===== src/rtl/irq_pkg.sv =====
// Shared constants and types for the external interrupt controller.
package irq_pkg;

  localparam int N_IRQ_DEF = 31;
  localparam int ID_W_DEF  = 5;

  typedef enum logic [1:0] {
    IDLE    = 2'd0,
    REQ     = 2'd1,
    SERVICE = 2'd2
  } irq_state_e;

  localparam logic [1:0] ADDR_ENABLE  = 2'd0;
  localparam logic [1:0] ADDR_MODE    = 2'd1;
  localparam logic [1:0] ADDR_PENDING = 2'd2;
  localparam logic [1:0] ADDR_STATUS  = 2'd3;

endpackage


===== src/rtl/irq_prio_enc.sv =====
// Fixed-priority encoder: lowest set index wins.
module irq_prio_enc #(
  parameter int N_IRQ = 31,
  parameter int ID_W  = 5
) (
  input  logic [N_IRQ-1:0] req,
  output logic [ID_W-1:0]  idx,
  output logic             valid
);

  // Scan high-to-low so the last (lowest) hit overrides.
  always_comb begin
    idx   = '0;
    valid = 1'b0;
    for (int i = N_IRQ - 1; i >= 0; i--) begin
      if (req[i]) begin
        idx   = ID_W'(i);
        valid = 1'b1;
      end
    end
  end

endmodule


===== src/rtl/ext_irq_ctrl.sv =====
// External interrupt controller: sync, edge/level detect, pending, mask,
// priority select and irq/ack/eoi handshake towards the core.
module ext_irq_ctrl
  import irq_pkg::*;
#(
  parameter int N_IRQ       = N_IRQ_DEF,
  parameter int ID_W        = ID_W_DEF,
  parameter int SYNC_STAGES = 2
) (
  input  logic             Clk,
  input  logic             Rst,
  input  logic [N_IRQ-1:0] i_ext,
  input  logic             cfg_we,
  input  logic [1:0]       cfg_addr,
  input  logic [N_IRQ-1:0] cfg_wdata,
  output logic [N_IRQ-1:0] cfg_rdata,
  output logic             irq,
  output logic [ID_W-1:0]  irq_id,
  input  logic             irq_ack,
  input  logic             irq_eoi
);

  logic [N_IRQ-1:0] s, prev, enable, mode, pending, pending_d;
  logic [N_IRQ-1:0] req, edge_det, ack_clr, w1c, status;
  logic [ID_W-1:0]  win_idx;
  logic             win_vld;
  irq_state_e       state;

  for (genvar i = 0; i < N_IRQ; i++) begin : g_sync
    logic [SYNC_STAGES-1:0] chain;
    always_ff @(posedge Clk or posedge Rst) begin
      if (Rst) chain <= '0;
      else     chain <= {chain[SYNC_STAGES-2:0], i_ext[i]};
    end
    assign s[i] = chain[SYNC_STAGES-1];
  end

  assign edge_det = s & ~prev;
  assign req      = pending & enable;
  assign ack_clr  = (state == REQ && irq_ack) ? (N_IRQ'(1) << irq_id) : '0;
  assign w1c      = (cfg_we && cfg_addr == ADDR_PENDING) ? cfg_wdata : '0;
  // Edge bits: clears applied first so a coincident new edge survives.
  // Level bits simply mirror the synchronised line.
  assign pending_d = (mode & ((pending & ~(ack_clr | w1c)) | edge_det))
                   | (~mode & s);
  assign status    = (state != IDLE) ? (N_IRQ'(1) << irq_id) : '0;

  always_comb begin
    cfg_rdata = '0;
    case (cfg_addr)
      ADDR_ENABLE:  cfg_rdata = enable;
      ADDR_MODE:    cfg_rdata = mode;
      ADDR_PENDING: cfg_rdata = pending;
      default:      cfg_rdata = status;
    endcase
  end

  irq_prio_enc #(.N_IRQ(N_IRQ), .ID_W(ID_W)) u_prio (
    .req   (req),
    .idx   (win_idx),
    .valid (win_vld)
  );

  always_ff @(posedge Clk or posedge Rst) begin
    if (Rst) begin
      prev    <= '0;
      enable  <= '0;
      mode    <= '0;
      pending <= '0;
    end else begin
      prev    <= s;
      pending <= pending_d;
      if (cfg_we && cfg_addr == ADDR_ENABLE) enable <= cfg_wdata;
      if (cfg_we && cfg_addr == ADDR_MODE)   mode   <= cfg_wdata;
    end
  end

  always_ff @(posedge Clk or posedge Rst) begin
    if (Rst) begin
      state  <= IDLE;
      irq    <= 1'b0;
      irq_id <= '0;
    end else begin
      case (state)
        IDLE: if (win_vld) begin
          irq_id <= win_idx;
          irq    <= 1'b1;
          state  <= REQ;
        end
        // Ack takes precedence; otherwise a vanished request is withdrawn.
        REQ: if (irq_ack) begin
          irq   <= 1'b0;
          state <= SERVICE;
        end else if (!req[irq_id]) begin
          irq   <= 1'b0;
          state <= IDLE;
        end
        SERVICE: if (irq_eoi) state <= IDLE;
        default: begin
          irq   <= 1'b0;
          state <= IDLE;
        end
      endcase
    end
  end

endmodule


===== config.mk =====
export PLATFORM = sky130hd
export DESIGN_NAME = ext_irq_ctrl
export DESIGN_NICKNAME = d
export VERILOG_FILES = /design/src/rtl/irq_pkg.sv /design/src/rtl/irq_prio_enc.sv /design/src/rtl/ext_irq_ctrl.sv
export SDC_FILE = /design/constraint.sdc
export NUM_CORES = 1
export LEC_CHECK = 0
export CAP_MARGIN = 30
export CORE_MARGIN = 8
export CORE_UTILIZATION = 50
export DETAILED_ROUTE_END_ITERATION = 7
export PLACE_DENSITY = 0.73
export SLEW_MARGIN = 20
export SYNTH_ARGS = -nofsm -noshare
export SYNTH_HDL_FRONTEND = slang
export SYNTH_SLANG_ARGS = --single-unit

===== constraint.sdc =====
create_clock -name Clk -period 19.8 [get_ports Clk]
set_input_delay 2.97 -clock Clk [delete_from_list [all_inputs] [get_ports Clk]]
set_output_delay 2.97 -clock Clk [all_outputs]
set_load 0.05 [all_outputs]

### After elaboration in Yosys (flattened, before gate mapping)

Index checks and enable logic that the tools add are counted.
Widths: inputs -> output; s select.

| cells by class | value |
|---|---|
| bitwise operators | 12 |
| divide/modulo/power cells | 0 |
| reduce and logical (&&, ||, !) cells | 10 |
| mux-type cells | 77 |
| eq/ne operators | 7 |
| $lt $le $gt $ge | 1 |
| add/sub/neg operators | 0 |
| $mul | 0 |
| shift-type cells | 1 |

Operators with widths:

| cell | number |
|---|---|
| $and 31x31->31 | 5 |
| $mux 5 | 31 |
| $mux 31 | 3 |
| $not 31->31 | 3 |
| $or 31x31->31 | 3 |
| $pmux 31 s3 | 1 |
| $mux 1 | 35 |
| $shl 1x5->31 const A | 1 |
| $mux 2 | 4 |
| $lt 5x6->1 const B | 1 |
| $pmux 2 s3 | 1 |
| $reduce_and 3->1 | 2 |
| $bmux 1 s5 | 1 |
| $eq 2x1->1 const B | 2 |
| $eq 2x2->1 const B | 2 |
| $logic_and 1x1->1 | 4 |
| $logic_not 2->1 | 2 |
| $ne 3x3->1 const B | 1 |
| $pmux 1 s3 | 1 |
| $ne 2x1->1 const B | 1 |
| $ne 2x2->1 const B | 1 |
| $reduce_and 2->1 | 1 |
| $reduce_bool 2->1 | 1 |
| $not 1->1 | 1 |

| word-level totals | value |
|---|---|
| flip-flop bits (word level) | 194 |
| memory bits (read-only) | 0 |
| output and inout port bits | 37 |
| bits in latches | 0 |
| RAM bits | 0 |
| memories | 0 |
| logic and storage cells | 146 |

### Depth between registers and ports, before layout

| logic depth | value |
|---|---|
| depth in word-level cells | 34 |
| gate-level depth with buffers | 7 |

### By module

From an unflattened synthesis, not the netlist that was laid out.

| unflattened totals | value |
|---|---|
| cells, all modules | 688 |
| area, all modules | 8,398.1 um2 |

Modules (own cells, without submodules):

| module | cells each | times used | seq. area each (um2) | area an instance (um2) |
|---|---|---|---|---|
| ext_irq_ctrl | 623 | 1 | 4,854.7 | 8,044.0 |
| irq_prio_enc | 65 | 1 | 0.0 | 354.1 |

### Worst setup path before layout

No wires, ideal clock.

| path | value |
|---|---|
| kind | input-to-output |
| from | in cfg_addr[0] |
| to | out cfg_rdata[2] |
| stages on the path | 4 |
| arrival time | 4,395 ps |
| required time | 16,830 ps |
| path buffers | 1 |
| slack | 12,435 ps |
| cells stage by stage | clkbuf_1 -> nand3_1 -> nor3_1 -> a221o_1 |

| between the ends | value |
|---|---|
| cells in the longest elaborated chain, start to end | 2 |
| elaborated cells between the ends (all ways) | 4 |

Ends and longest elaborated chain:

| what | RTL line | text |
|---|---|---|
| from (decl) | ext_irq_ctrl.sv:14 | `input logic [1:0] cfg_addr,` |
| $eq 2x2->1 (tied with other cells) | ext_irq_ctrl.sv:50 | `case (cfg_addr)` |
| $pmux 31 s3 (*) | ext_irq_ctrl.sv:50 |  |
| to (decl) | ext_irq_ctrl.sv:16 | `output logic [N_IRQ-1:0] cfg_rdata,` |

Mark *: on every way between the ends. The rest lies on a longest branch, timed or not.

### Worst setup path after layout

| path | value |
|---|---|
| from | in cfg_addr[1] |
| to | out cfg_rdata[15] |

Same word-level chain as after synthesis.

==> impl_metrics.yaml <==
run_status:
  status: "completed"
synth:
  synth.distinct_cells: 53
  yosys.area.top_type_share: 0.587
  netlist_area_um2: 8270
  yosysSeqAreaShare: 0.587
  synthTopCellsByArea: "dfrtp_1 59%, mux2_2 8.4%, nand2_1 4.5%"
  syn_inst: 680
  synth_seq_cells: 194
  synth_top_cell_by_area: "dfrtp_1"
  synth_enable_flop_cells: 0
  ys_warn_count: 0
  synth_fp_nets: 749
  postSynthAreaPerCell_um2: 12.2
  async_reset_ff_frac: 1.00
  ys.flop_type: "dfrtp_1"
finish:
  areaGrowthSynthToFinish_pct: 23.5
  num_antenna_cells: 0
  final_nets: 856
  multiInputGateArea_um2: 3280
  regArea_um2: 4850
  drive_gt1_frac: 0.155
  final_cells: 1020
  n_fill_cell: 1292
  final_util: 0.625
  finish.instance_area_um2: 10200
clock_tree:
  clock-sinks: 194
  cts_setup_buffers: 0
  cts_tree: "yes"
  numCtsBuffers: 17
  clk_path_buf_depth: 2
  clock_latency_ps: 440
  cts.htree.levels: 4
  post_cts_resized: 0
  clkTransAtPathRegs_ps: 60
  cts_root_buf: "clkbuf_16"
  holdBufCountCts: 0
detailed_routing:
  drtIter0Drc: 522
  vias_per_cell: 6.16
  antenna_left: 0
  vias: 6284
  drc: 0
  wirelength_um: 22600
  wl_per_cell_um: 22.2
  first_pass_iters: 5
timing:
  clock_skew_ps: 9.80
  setup_viol: 0
  slew_headroom: 0.360
  fin_tns_setup_ps: 0
  fin_crit_sh: 0.445
  fmaxAchievable_mhz: 113
  finalHoldViolCount: 0
  slew_viol_final: 0
  fin_crit_ps: 8820
  tightest_slew_ps: 955
  rsz0062_at_grt: "no"
worst_hold_path:
  hold_path_class: "reg -> reg"
worst_setup_path:
  critPathKind: "in -> out"
  critPathLaunchType: "input pin"
  reg2reg_from: "irq_id[0]"
  cp.required_ps: 16830
  path_max_fanout: 35
  worst_setup_path_end_kind: "output pin"
  reg2reg_slack_ps: 17280
  crit_path_end: "cfg_rdata[15]"
  startpoint: "cfg_addr[1]"
  r2r_cells: 7
  worstPathArrival_ps: 5850
  worstReg2RegEnd: "state[0]"
grt:
  antenna_found_initial: 0
  grt_max_degree: 122
  grt_pass1_wl_um: 35500
  gr-usage-met3: 0.0611
  met2_usage: 0.373
  overflow: 0
  grt_pass1_vias: 6419
  top_usage_layer: "met2"
  grt_util_met1: 0.279
  grtUsageTotal: 0.224
floorplan:
  rows: 47
  core_um2: 16300
  die_area_um2: 20900
  die_y_um: 145
  boundaryPins: 106
  dieWidth_um: 145
  initial_core_util: 0.506
placement:
  dp.cells: 985
  hpwl_um: 15300
  dpl-instance-area_um2: 9570
  portBuffers: 105
  gp_congestion: 0.935
power:
  p_total_mw: 1.25
  powerDensity_nw_per_um2: 122
  power_leakage_nw: 4.44
  irDropWorstVdd_mv: 0.0826
run:
  max_cap_violations: 0
[state kept, by name, summed over array words and instances, names as in the netlist]
name	flops
enable	31
g_sync.chain	62
irq	1
irq_id	5
mode	31
pending	31
prev	31
state	2
[synthesized netlist by cell type, types with 2 or more instances]
| library cell | count |
|---|---|
| nor2b_1 | 3 |
| clkbuf_1 | 13 |
| o311ai_0 | 2 |
| nand2_1 | 100 |
| a32o_1 | 2 |
| a22o_1 | 7 |
| nor3_1 | 7 |
| o21ai_0 | 11 |
| a221o_1 | 31 |
| and3_1 | 4 |
| nor3b_2 | 2 |
| nand2b_1 | 2 |
| a41oi_1 | 2 |
| nand3_1 | 15 |
| nand4_2 | 2 |
| o211ai_1 | 7 |
| buf_1 | 4 |
| nand3b_1 | 2 |
| buf_2 | 14 |
| a21oi_1 | 11 |
| mux2i_1 | 32 |
| inv_1 | 5 |
| a211oi_1 | 2 |
| mux4_2 | 2 |
| a22oi_1 | 3 |
| o31ai_1 | 2 |
| a21o_1 | 31 |
| dfrtp_1 | 194 |
| and2_1 | 6 |
| a221oi_1 | 34 |
| mux2_2 | 62 |
| a32oi_1 | 2 |
| nor2_1 | 44 |
[cell usage in the layout, fill, tap and decap left out, drive strengths merged, types with 3 or more instances in the layout]
cell type and instances:
a22o 8, nand3 15, a221o 31, mux2i 32
a21oi 12, o21ai 12, clkbuf 20, a22oi 3
nor2b 3, nor2 44, a221oi 34, nor3b 3
clkinv 4, clkdlybuf4s50 104, nand4 3, o211ai 7
mux2 62, dfrtp 194, inv 6, nand2 100
a21o 31, and2 7, nor3 8, bufinv 3
and3 4, buf 15, clkinvlp 4
[worst min path at each step]
stage	startpoint	endpoint	slack (ps)	depth (start not counted)
6_report	g_sync[25].chain[0]	g_sync[25].chain[1]	350	0
5_1_grt	g_sync[25].chain[0]	g_sync[25].chain[1]	350	0
4_1_cts	g_sync[25].chain[0]	g_sync[25].chain[1]	350	0
3_5_place_dp	g_sync[25].chain[0]	g_sync[25].chain[1]	340	0
3_3_place_gp	g_sync[20].chain[0]	g_sync[20].chain[1]	330	0
2_1_floorplan	g_sync[0].chain[0]	g_sync[0].chain[1]	330	0
[logic make-up (layout without fill, tap and decap cells)]
kind of cell           after synthesis  in the layout  share of synthesized area
AO/OA/AOI/OAI                      158            158                      0.158
buffers and inverters               36            156                     0.0185
flip-flops                         194            194                      0.587
AND/OR/NAND/NOR                    196            196                      0.108
multiplexers                        96             96                      0.129
[where the power goes]
group | internal, mW | switching (mW) | leakage, nW | total, mW
registers | 0.450 | 0.0807 | 2.27 | 0.531
clock network | 0.202 | 0.151 | 0.283 | 0.353
logic | 0.149 | 0.218 | 1.88 | 0.367
[metrics by stage]
step	hold WS, ps	setup slack (ps)
2_1_floorplan	331	11550
3_3_place_gp	332	11040
3_5_place_dp	336	11010
4_1_cts	351	11000
5_1_grt	354	10830
6_report	349	10980
[per-layer routing]
metal,share of wire,routed length [um]
met1,0.42,9410
met2,0.49,11000
met3,0.077,1750
met4,0.019,438
met5,0,0
[area by class of cell]
cell class / instances / area share
clock buffer: 20 / 0.0437
clock inverter: 12 / 0.0153
sequential: 194 / 0.475
multi-input combinational: 450 / 0.321
tap: 220 / 0.0270
timing repair buffer: 119 / 0.115
inverter: 5 / 0.00257
[critical path: stages]
cell and delay (ps):
clkdlybuf4s50_1 460, buf_4 400, nand3_1 260, nor2_1 680
a221o_1 260, clkdlybuf4s50_1 810
(Power assumes the default switching activity.)
